## config.mk

```make
export PLATFORM = sky130hd
export DESIGN_NAME = game_state_ctrl
export DESIGN_NICKNAME = d
export VERILOG_FILES = /design/src/rtl/game_state_ctrl.sv
export SDC_FILE = /design/constraint.sdc
export NUM_CORES = 1
export LEC_CHECK = 0
export BUFFER_PORTS_ARGS = -buffer_cell sky130_fd_sc_hd__clkbuf_2
export CORE_MARGIN = 8
export CORE_UTILIZATION = 55
export CTS_BUF_LIST = sky130_fd_sc_hd__clkbuf_4 sky130_fd_sc_hd__clkbuf_8
export CTS_CLUSTER_SIZE = 28
export DETAILED_ROUTE_END_ITERATION = 10
export GPL_TIMING_DRIVEN = 0
export PLACE_DENSITY_LB_ADDON = 0.12
export SYNTH_ARGS = -nofsm -noshare
export SYNTH_HDL_FRONTEND = slang
export SYNTH_SLANG_ARGS = --single-unit
```

## constraint.sdc

```tcl
create_clock -name clk -period 4.8 [get_ports clk]
set_input_delay 0.72 -clock clk [delete_from_list [all_inputs] [get_ports clk]]
set_output_delay 0.72 -clock clk [all_outputs]
set_load 0.01 [all_outputs]
```

## src/rtl/game_state_ctrl.sv

```systemverilog
// Game flow controller: start menu, pre-game countdown, play, and game-over screens.
//
// state     | meaning
// ----------+-----------------------------------------------------------
// MENU      | waiting for a click on the start button with a class chosen
// COUNTDOWN | counting START_FRAMES frames down before play begins
// PLAYING   | game running; watching player/boss death flags
// LOST      | player died; held for END_FRAMES frames, then click to exit
// WON       | boss died; held for END_FRAMES frames, then click to exit
module game_state_ctrl #(
    parameter int unsigned BTN_X        = 387,
    parameter int unsigned BTN_Y        = 231,
    parameter int unsigned BTN_W        = 250,
    parameter int unsigned BTN_H        = 75,
    parameter int unsigned START_FRAMES = 60,
    parameter int unsigned END_FRAMES   = 120
) (
    input  logic        clk,
    input  logic        rst,
    input  logic        frame_tick,
    input  logic [11:0] mouse_x,
    input  logic [11:0] mouse_y,
    input  logic        mouse_clicked,
    input  logic [1:0]  char_class,
    input  logic        player_dead,
    input  logic        boss_dead,
    output logic [1:0]  game_active,
    output logic [7:0]  countdown,
    output logic        game_restart
);

    typedef enum logic [2:0] {
        MENU,
        COUNTDOWN,
        PLAYING,
        LOST,
        WON
    } state_t;

    // Button bounds as 12-bit values; the right/bottom edges are exclusive.
    localparam logic [11:0] X_LO = 12'(BTN_X);
    localparam logic [11:0] X_HI = 12'(BTN_X + BTN_W);
    localparam logic [11:0] Y_LO = 12'(BTN_Y);
    localparam logic [11:0] Y_HI = 12'(BTN_Y + BTN_H);

    localparam logic [7:0] START_LD = 8'(START_FRAMES);
    localparam logic [7:0] END_LD   = 8'(END_FRAMES);

    state_t     state;
    logic [7:0] frame_cnt;
    logic       btn_hit;
    logic       class_ok;

    // Start-button hit test and class validity for the menu transition.
    always_comb begin
        btn_hit  = (mouse_x >= X_LO) && (mouse_x < X_HI) &&
                   (mouse_y >= Y_LO) && (mouse_y < Y_HI);
        class_ok = (char_class == 2'd1) || (char_class == 2'd2);
    end

    // State machine with frame counter and registered outputs.
    always_ff @(posedge clk) begin
        if (rst) begin
            state        <= MENU;
            frame_cnt    <= 8'd0;
            game_active  <= 2'd0;
            countdown    <= 8'd0;
            game_restart <= 1'b0;
        end else begin
            game_restart <= 1'b0;
            case (state)
                MENU: begin
                    if (mouse_clicked && btn_hit && class_ok) begin
                        state       <= COUNTDOWN;
                        frame_cnt   <= START_LD;
                        countdown   <= START_LD;
                        game_active <= 2'd0;
                    end
                end
                COUNTDOWN: begin
                    // Deselecting the class aborts quietly; it is not a restart.
                    if (char_class == 2'd0) begin
                        state       <= MENU;
                        frame_cnt   <= 8'd0;
                        countdown   <= 8'd0;
                        game_active <= 2'd0;
                    end else if (frame_tick) begin
                        if (frame_cnt == 8'd1) begin
                            state       <= PLAYING;
                            frame_cnt   <= 8'd0;
                            countdown   <= 8'd0;
                            game_active <= 2'd1;
                        end else begin
                            frame_cnt <= frame_cnt - 8'd1;
                            countdown <= frame_cnt - 8'd1;
                        end
                    end
                end
                PLAYING: begin
                    // Player death wins a tie with boss death.
                    if (player_dead) begin
                        state       <= LOST;
                        frame_cnt   <= END_LD;
                        game_active <= 2'd2;
                    end else if (boss_dead) begin
                        state       <= WON;
                        frame_cnt   <= END_LD;
                        game_active <= 2'd3;
                    end
                end
                LOST, WON: begin
                    if (frame_cnt == 8'd0) begin
                        if (mouse_clicked) begin
                            state        <= MENU;
                            game_active  <= 2'd0;
                            countdown    <= 8'd0;
                            game_restart <= 1'b1;
                        end
                    end else if (frame_tick) begin
                        frame_cnt <= frame_cnt - 8'd1;
                    end
                end
                default: begin
                    state       <= MENU;
                    frame_cnt   <= 8'd0;
                    countdown   <= 8'd0;
                    game_active <= 2'd0;
                end
            endcase
        end
    end

endmodule
```

==> results of run 1 <==
[area by class of cell]
class                           instances  share of cell area
Clock inverter                          1             0.01636
Tap cell                               31             0.02113
Clock buffer                            3             0.01227
Sequential cell                        22              0.2399
Buffer                                  7             0.02386
Inverter                               10             0.02045
Timing Repair Buffer                   42              0.1145
Multi-Input combinational cell        146              0.5515
[layer usage]
layer | wire, µm | part of all wire
met2 | 2172 | 0.47
met1 | 2095 | 0.45
met4 | 121 | 0.026
met3 | 220 | 0.048
met5 | 0 | 0
[worst min-delay path by stage]
stage | startpoint | to | slack (ns)
after floorplan | countdown[3] | countdown[3] | 0.47
after global placement | countdown[3] | countdown[3] | 0.44
after detailed placement | countdown[3] | countdown[3] | 0.45
after CTS | countdown[3] | countdown[3] | 0.47
after global routing | countdown[3] | countdown[3] | 0.50
final | countdown[3] | countdown[3] | 0.47
[synthesized netlist by cell type (all sizes together), types with 2 or more instances]
master	count	area share
o21a	2	0.0098
nor3	8	0.026
o21ai	17	0.063
o211a	2	0.013
xor2	2	0.011
inv	10	0.024
nor2	11	0.030
a21oi	14	0.046
nand4	2	0.0082
nor4	3	0.026
or3	5	0.027
a311oi	2	0.011
ha	3	0.024
nand3	12	0.039
clkbuf	4	0.011
o211ai	3	0.015
o41ai	3	0.032
o31ai	2	0.013
a221oi	3	0.021
and3	3	0.012
dfxtp	22	0.29
a41o	2	0.014
nor2b	3	0.012
buf	3	0.018
nand2	20	0.054
xnor2	4	0.023
[worst reg2reg max path, stage by stage, from the launching register on]
cell	delay (ns)
sky130_fd_sc_hd__dfxtp_1	0.35
sky130_fd_sc_hd__buf_6	0.14
sky130_fd_sc_hd__nor2b_1	0.15
sky130_fd_sc_hd__a21oi_1	0.28
sky130_fd_sc_hd__nor2_1	0.12
sky130_fd_sc_hd__o22ai_1	0.54
sky130_fd_sc_hd__nand2_4	0.17
sky130_fd_sc_hd__o41ai_2	0.34
[where the power goes]
group	leakage, nW	internal (mW)	switching (mW)	total, mW
clock	0.0279	0.0844	0.0627	0.147
combinational	0.582	0.0212	0.0282	0.0494
sequential	0.177	0.184	0.00144	0.185
total	0.787	0.290	0.0923	0.382
[stage by stage]
step | cells | area, µm² | util | worst slack, ns | total power [mW]
final | 262 | 1836 | 0.6773 | 2.457 | 0.3818
after global routing | 262 | 1836 | 0.6773 | 2.389 | 0.3941
after CTS | 262 | 1836 | 0.6773 | 2.501 | 0.3822
after detailed placement | 258 | 1783 | 0.6579 | 2.182 | 0.2380
after global placement | 258 | 1783 | 0.6579 | 2.177 | 0.2356
after floorplan | 185 | 1534 | - | 2.436 | 0.2147
[registers in the layout (all words and copies together) (netlist names)]
| name | count |
|---|---|
| game_restart | 1 |
| state | 3 |
| frame_cnt | 8 |
| game_active | 2 |
| countdown | 8 |
[cell families after synthesis]
kind of cell,count (synthesis)
and+or+nand+nor,74
AOI/OAI and AO/OA,63
DFF,22
buffers and inverters,17
xor gates and xnor gates,6
adders and majority gates,3
==> run summary, run 1 <==
• Num Clock Sinks: 22
• # Post-CTS Setup Buffers: 0
• Register-to-Register Path Depth: 7
• Slowest-stage cell, CP: sky130_fd_sc_hd__or4b_4
• met2 capacity usage during global routing: 0.3612
• power density cells: 208.0 nW/µm²
• area share of and/or/nand/nor cells after synthesis: 0.2724
• area used by sequential logic in the layout: 440.4 µm²
• number of antenna violations at the first check in global routing: 0
• remaining design rule violation count: 0
• post-synthesis instance area: 1534 µm²
• top library cells by usage in the layout, fill and taps aside: sky130_fd_sc_hd__clkbuf_2 (43), sky130_fd_sc_hd__dfxtp_1 (22), sky130_fd_sc_hd__nand2_1 (19)
• leak pwr: 0.7867 nW
• worst-case hold slack: 0.4693 ns
• CTS Buf Count: 3
• Die Height: 68.81 µm
• most common cell after layout, fill and taps aside: sky130_fd_sc_hd__clkbuf_2
• worst hold path type: reg -> reg
• Worst setup EP type: flop
• area of the multi-input gates: 1012 µm²
• synthesized netlist net count: 220
• synthesis-to-layout area growth: 19.66%
• I/O Pins: 43
• f_max: 426.7 MHz
• count of hold buffers inserted by post-cts repair: 0
• Final period util: 0.4882
• Slew @ Worst Pin: 0.6633 ns
• Buf+Inv Stages, Crit Path: 2
• total global routing track utilization: 0.2112
• #FFs+latches synth: 22
• Unique masters post-synth: 58
• Reg-to-Reg End: frame_cnt[7]
• Clock Pin Slew Worst Setup and Hold Paths: 0.13 ns
• run status: complete, no violations
• Slew Limit Headroom: 0.5578
• Layout Skew: 0.009344 ns
• largest net degree at the start of global routing: 14
• Reg-to-Reg Start: state[0]
• number of cells on the critical path: 9
• final setup TNS: 0 ns
• dominant register cell in the synthesized netlist: sky130_fd_sc_hd__dfxtp_1
• via count of the first global-routing pass: 1,746
• dominant combinational cell family by area after synthesis: compound AO/OA/AOI/OAI gates
• aggregate routed wire length: 4609 µm
• per-cell routed wire length: 17.59 µm
• fraction of met1 tracks used by global routing: 0.2549
• count of cells along the worst hold path: 2
• capturing element of the worst setup path: countdown[3]
• mean instance size in the synthesized netlist: 8.292 µm²
• worst-skew pair later-pin latency: 0.32 ns
• total count of hold-check failures in the final report: 0
• Synth Area in Adders: 0.02447
• layer with the highest usage: met2
• area inside the core boundary: 2710 µm²
• dominant delay contributor by cell family on the critical path: compound AO/OA/AOI/OAI gates
• initial drt markers: 140
• count of input and output buffers: 42
• detailed-router iteration count before antenna repair: 4
• Resize count post-CTS: 0
• DR vias: 1,637
• critical path class: in -> reg
• Min Clock Period, post-route: 2.343 ns
• reg2reg setup slack: 2.62 ns
• final setup fails: 0
• overflow left after global routing: 0
• Final Wtd Congestion: 0.9280
• starting density of the core: 0.5660
• maximum clock path buffer count: 2
• cells along the critical path: clkbuf_2 > inv_1 > ha_1 > or4b_4 > a31oi_4 > nand2_1 > a2111oi_2 > nand3_1 > o21ai_1
• vias per cell: 6.248
• met3 Track Usage GR: 0.03716
• max capacitance violation total: 0
• CTS tree: done
• proportion of synthesized area in mux cells: 0
• critical path startpoint category: input port
• synthesized instance count: 185
• worst-path fanout max: 7
• die footprint: 4735 µm²
• Max VDD drop: 0.0001704 V
• cell at the root of the clock tree: sky130_fd_sc_hd__clkbuf_4
• layout filler cell count: 248
• peak per-stage delay on the critical path: 0.53 ns
• sequential element share of the synthesized area: 0.2871
• critical path launch point: char_class[0]
• worst endpoint data arrival time: 2.60 ns
• XOR/XNOR Fraction of Synth Area: 0.03426
• number of warnings issued by yosys: 0
• die span in x: 68.81 µm
• Clock H-tree levels: 1
• first-pass GRT wire length: 7686 µm
• fraction of the mapped netlist area in compound gates: 0.3287
• number of slew-limit violations in the final report: 0
• residual antenna-violating net count after detailed routing: 0
• post-layout net count: 267
• count of flip-flops with a built-in enable after synthesis: 0
• Detail Placement HPWL: 3672 µm
• fraction of layout instances using a drive strength above 1: 0.2987
• standard-cell rows: 19
• setup repair after global routing missed its margin: no
• antenna diode instance count: 0
• required time of the worst setup path: 5.06 ns
• share of synthesized flip-flops with an asynchronous set or reset: 0
No activity file was read; power rests on OpenSTA's default activity.
==> run 2, diff against run 1 <==
Settings changed: ABC_AREA set to 1.
Clock period 4.8 ns to 2.4 ns, I/O delays scaled along.
==> run summary, run 2 <==
• run status: complete, no violations
• total count of hold-check failures in the final report: 0
• fraction of layout instances using a drive strength above 1: 0.2198
• Post-Place Worst Slack: 0.4154 ns
• Synth Area in Adders: 0.02299
• count of input and output buffers: 42
• mean instance size in the synthesized netlist: 5.895 µm²
• starting density of the core: 0.5870
• Unique masters post-synth: 31
• Clock H-tree levels: 1
• Layout Skew: 0.001247 ns
• Slew @ Worst Pin: 0.4306 ns
• area share of and/or/nand/nor cells after synthesis: 0.5019
• power density cells: 1110 nW/µm²
• first-pass GRT wire length: 6672 µm
• worst-path fanout max: 9
• post-layout net count: 359
• share of synthesized flip-flops with an asynchronous set or reset: 0
• biggest regs: countdown (8), frame_cnt (8), state (3)
• count of flip-flops with a built-in enable after synthesis: 0
• remaining design rule violation count: 0
• met3 Track Usage GR: 0.04802
• standard-cell rows: 19
• Final Wtd Congestion: 0.8845
• Register-to-Register Path Depth: 11
• synthesized netlist net count: 312
• #FFs+latches synth: 22
• dominant delay contributor by cell family on the critical path: simple AND/OR/NAND/NOR gates
• residual antenna-violating net count after detailed routing: 0
• worst endpoint data arrival time: 2.10 ns
• commonest cells in the netlist: sky130_fd_sc_hd__nand2_1 (81), sky130_fd_sc_hd__nor2_1 (69), sky130_fd_sc_hd__inv_1 (38), sky130_fd_sc_hd__dfxtp_1 (22), sky130_fd_sc_hd__nand3_1 (12)
• # Post-CTS Setup Buffers: 0
• top library cells by usage in the layout, fill and taps aside: sky130_fd_sc_hd__nand2_1 (81), sky130_fd_sc_hd__nor2_1 (69), sky130_fd_sc_hd__clkbuf_2 (42)
• Max VDD drop: 0.0009293 V
• layer with the highest usage: met2
• number of cells on the critical path: 11
• Most common cell on crit path: sky130_fd_sc_hd__nand2_1
• fraction of the mapped netlist area in compound gates: 0.05747
• synthesized instance count: 277
• post-synthesis instance area: 1633 µm²
• Resize count post-CTS: 0
• most common cell after layout, fill and taps aside: sky130_fd_sc_hd__nand2_1
• DR vias: 1,703
• dominant combinational cell family by area after synthesis: simple AND/OR/NAND/NOR gates
• I/O Pins: 43
• final setup fails: 0
• XOR/XNOR Fraction of Synth Area: 0.02682
• fraction of met1 tracks used by global routing: 0.1855
• initial drt markers: 77
• proportion of synthesized area in mux cells: 0
• Worst setup EP type: flop
• detailed-router iteration count before antenna repair: 4
• count of cells along the worst hold path: 2
• dominant register cell in the synthesized netlist: sky130_fd_sc_hd__dfxtp_1
• die span in x: 70.49 µm
• number of slew-limit violations in the final report: 0
• final setup TNS: 0 ns
• Die Height: 70.49 µm
• aggregate routed wire length: 3695 µm
• Num Clock Sinks: 22
• largest net degree at the start of global routing: 13
• CTS Buf Count: 3
• sequential element share of the synthesized area: 0.2697
• per-cell routed wire length: 10.44 µm
• Clock Pin Slew Worst Setup and Hold Paths: 0.12 ns
• Detail Placement HPWL: 3039 µm
• number of antenna violations at the first check in global routing: 0
• final critical-path setup slack: 0.5238 ns
• layout filler cell count: 279
• total global routing track utilization: 0.1547
• critical path class: reg -> reg
• top cells by area in the synthesized netlist: sky130_fd_sc_hd__dfxtp_1 (27%), sky130_fd_sc_hd__nand2_1 (19%), sky130_fd_sc_hd__nor2_1 (16%)
• worst-skew pair later-pin latency: 0.31 ns
• maximum clock path buffer count: 2
• required time of the worst setup path: 2.62 ns
• synthesis-to-layout area growth: 17.47%
• vias per cell: 4.811
• Slowest-stage cell, CP: sky130_fd_sc_hd__dfxtp_1
• Slew Limit Headroom: 0.7129
• number of warnings issued by yosys: 0
• Min Clock Period, post-route: 1.876 ns
• overflow left after global routing: 0
• critical path startpoint category: flop
• Yosys top cell area share: 0.2697
• max capacitance violation total: 0
• area inside the core boundary: 2781 µm²
• Buf+Inv Stages, Crit Path: 2
• final core utilization: 0.6896
• CTS tree: done
• via count of the first global-routing pass: 1,644
• setup repair after global routing missed its margin: no
• cell taking the most area after synthesis: sky130_fd_sc_hd__dfxtp_1
• f_max: 533.0 MHz
• cell at the root of the clock tree: sky130_fd_sc_hd__clkbuf_4
• library cell with the highest instance count after synthesis: sky130_fd_sc_hd__nand2_1
• antenna diode instance count: 0
• met2 capacity usage during global routing: 0.2606
• worst hold path type: in -> reg
• die footprint: 4968 µm²
• leak pwr: 1.086 nW
• count of hold buffers inserted by post-cts repair: 0
• Final period util: 0.7817
• peak per-stage delay on the critical path: 0.36 ns
• cells along the critical path: inv_1 > ha_1 > nand2_1 > nor2_4 > inv_1 > nand2_1 > nand2_1 > nor2_2 > nand2_4 > o21ai_0 > nor2_1
-- run 2: stage by stage --
stage / instance area, µm² / power, mW / cells / hold WS [ns]
floorplan: 1633 / 1.626 / 277 / 0.4324
global placement: 1882 / 1.895 / 350 / 0.4501
detailed placement: 1882 / 1.919 / 350 / 0.4584
CTS: 1918 / 2.132 / 354 / 0.2068
global route: 1918 / 2.364 / 354 / 0.2227
finish: 1918 / 2.129 / 354 / 0.2176
-- run 2: final timing paths --
kind | from | end | slack, ns
max | frame_cnt[0] | countdown[4] | 0.52
min | rst | countdown[3] | 0.22
max reg2reg | frame_cnt[0] | countdown[4] | 0.52
min reg2reg | countdown[7] | countdown[7] | 0.48
-- run 2: kinds of logic after synthesis --
group / after synthesis
simple gates: 186
fa+ha+maj: 3
xor+xnor: 5
flops: 22
buf+inv: 49
compound gates: 12
-- run 2: report_power, final --
| part | leakage [nW] | internal [mW] | switching (mW) | total, mW |
|---|---|---|---|---|
| Clock | 0.0210 | 0.0929 | 0.113 | 0.206 |
| Combinational | 0.883 | 0.480 | 0.880 | 1.36 |
| Sequential | 0.182 | 0.479 | 0.0832 | 0.562 |
-- run 2: area by class of cell --
cell class / instances / area (µm²) / share of cell area
tap: 31 / 38.79 / 0.02022
sequential: 22 / 440.4 / 0.2296
inverter: 45 / 170.2 / 0.08871
clock buffer: 4 / 36.28 / 0.01892
timing repair buffer: 42 / 210.2 / 0.1096
buffer: 4 / 27.53 / 0.01435
multi-input combinational: 206 / 994.7 / 0.5186
-- run 2: metal layers --
| layer | up-vias | wire length [µm] |
|---|---|---|
| met1 | 714 | 1761 |
| met3 | 4 | 247 |
| li1 | 938 | - |
| met2 | 47 | 1664 |
| met5 | - | 0 |
| met4 | 0 | 22 |
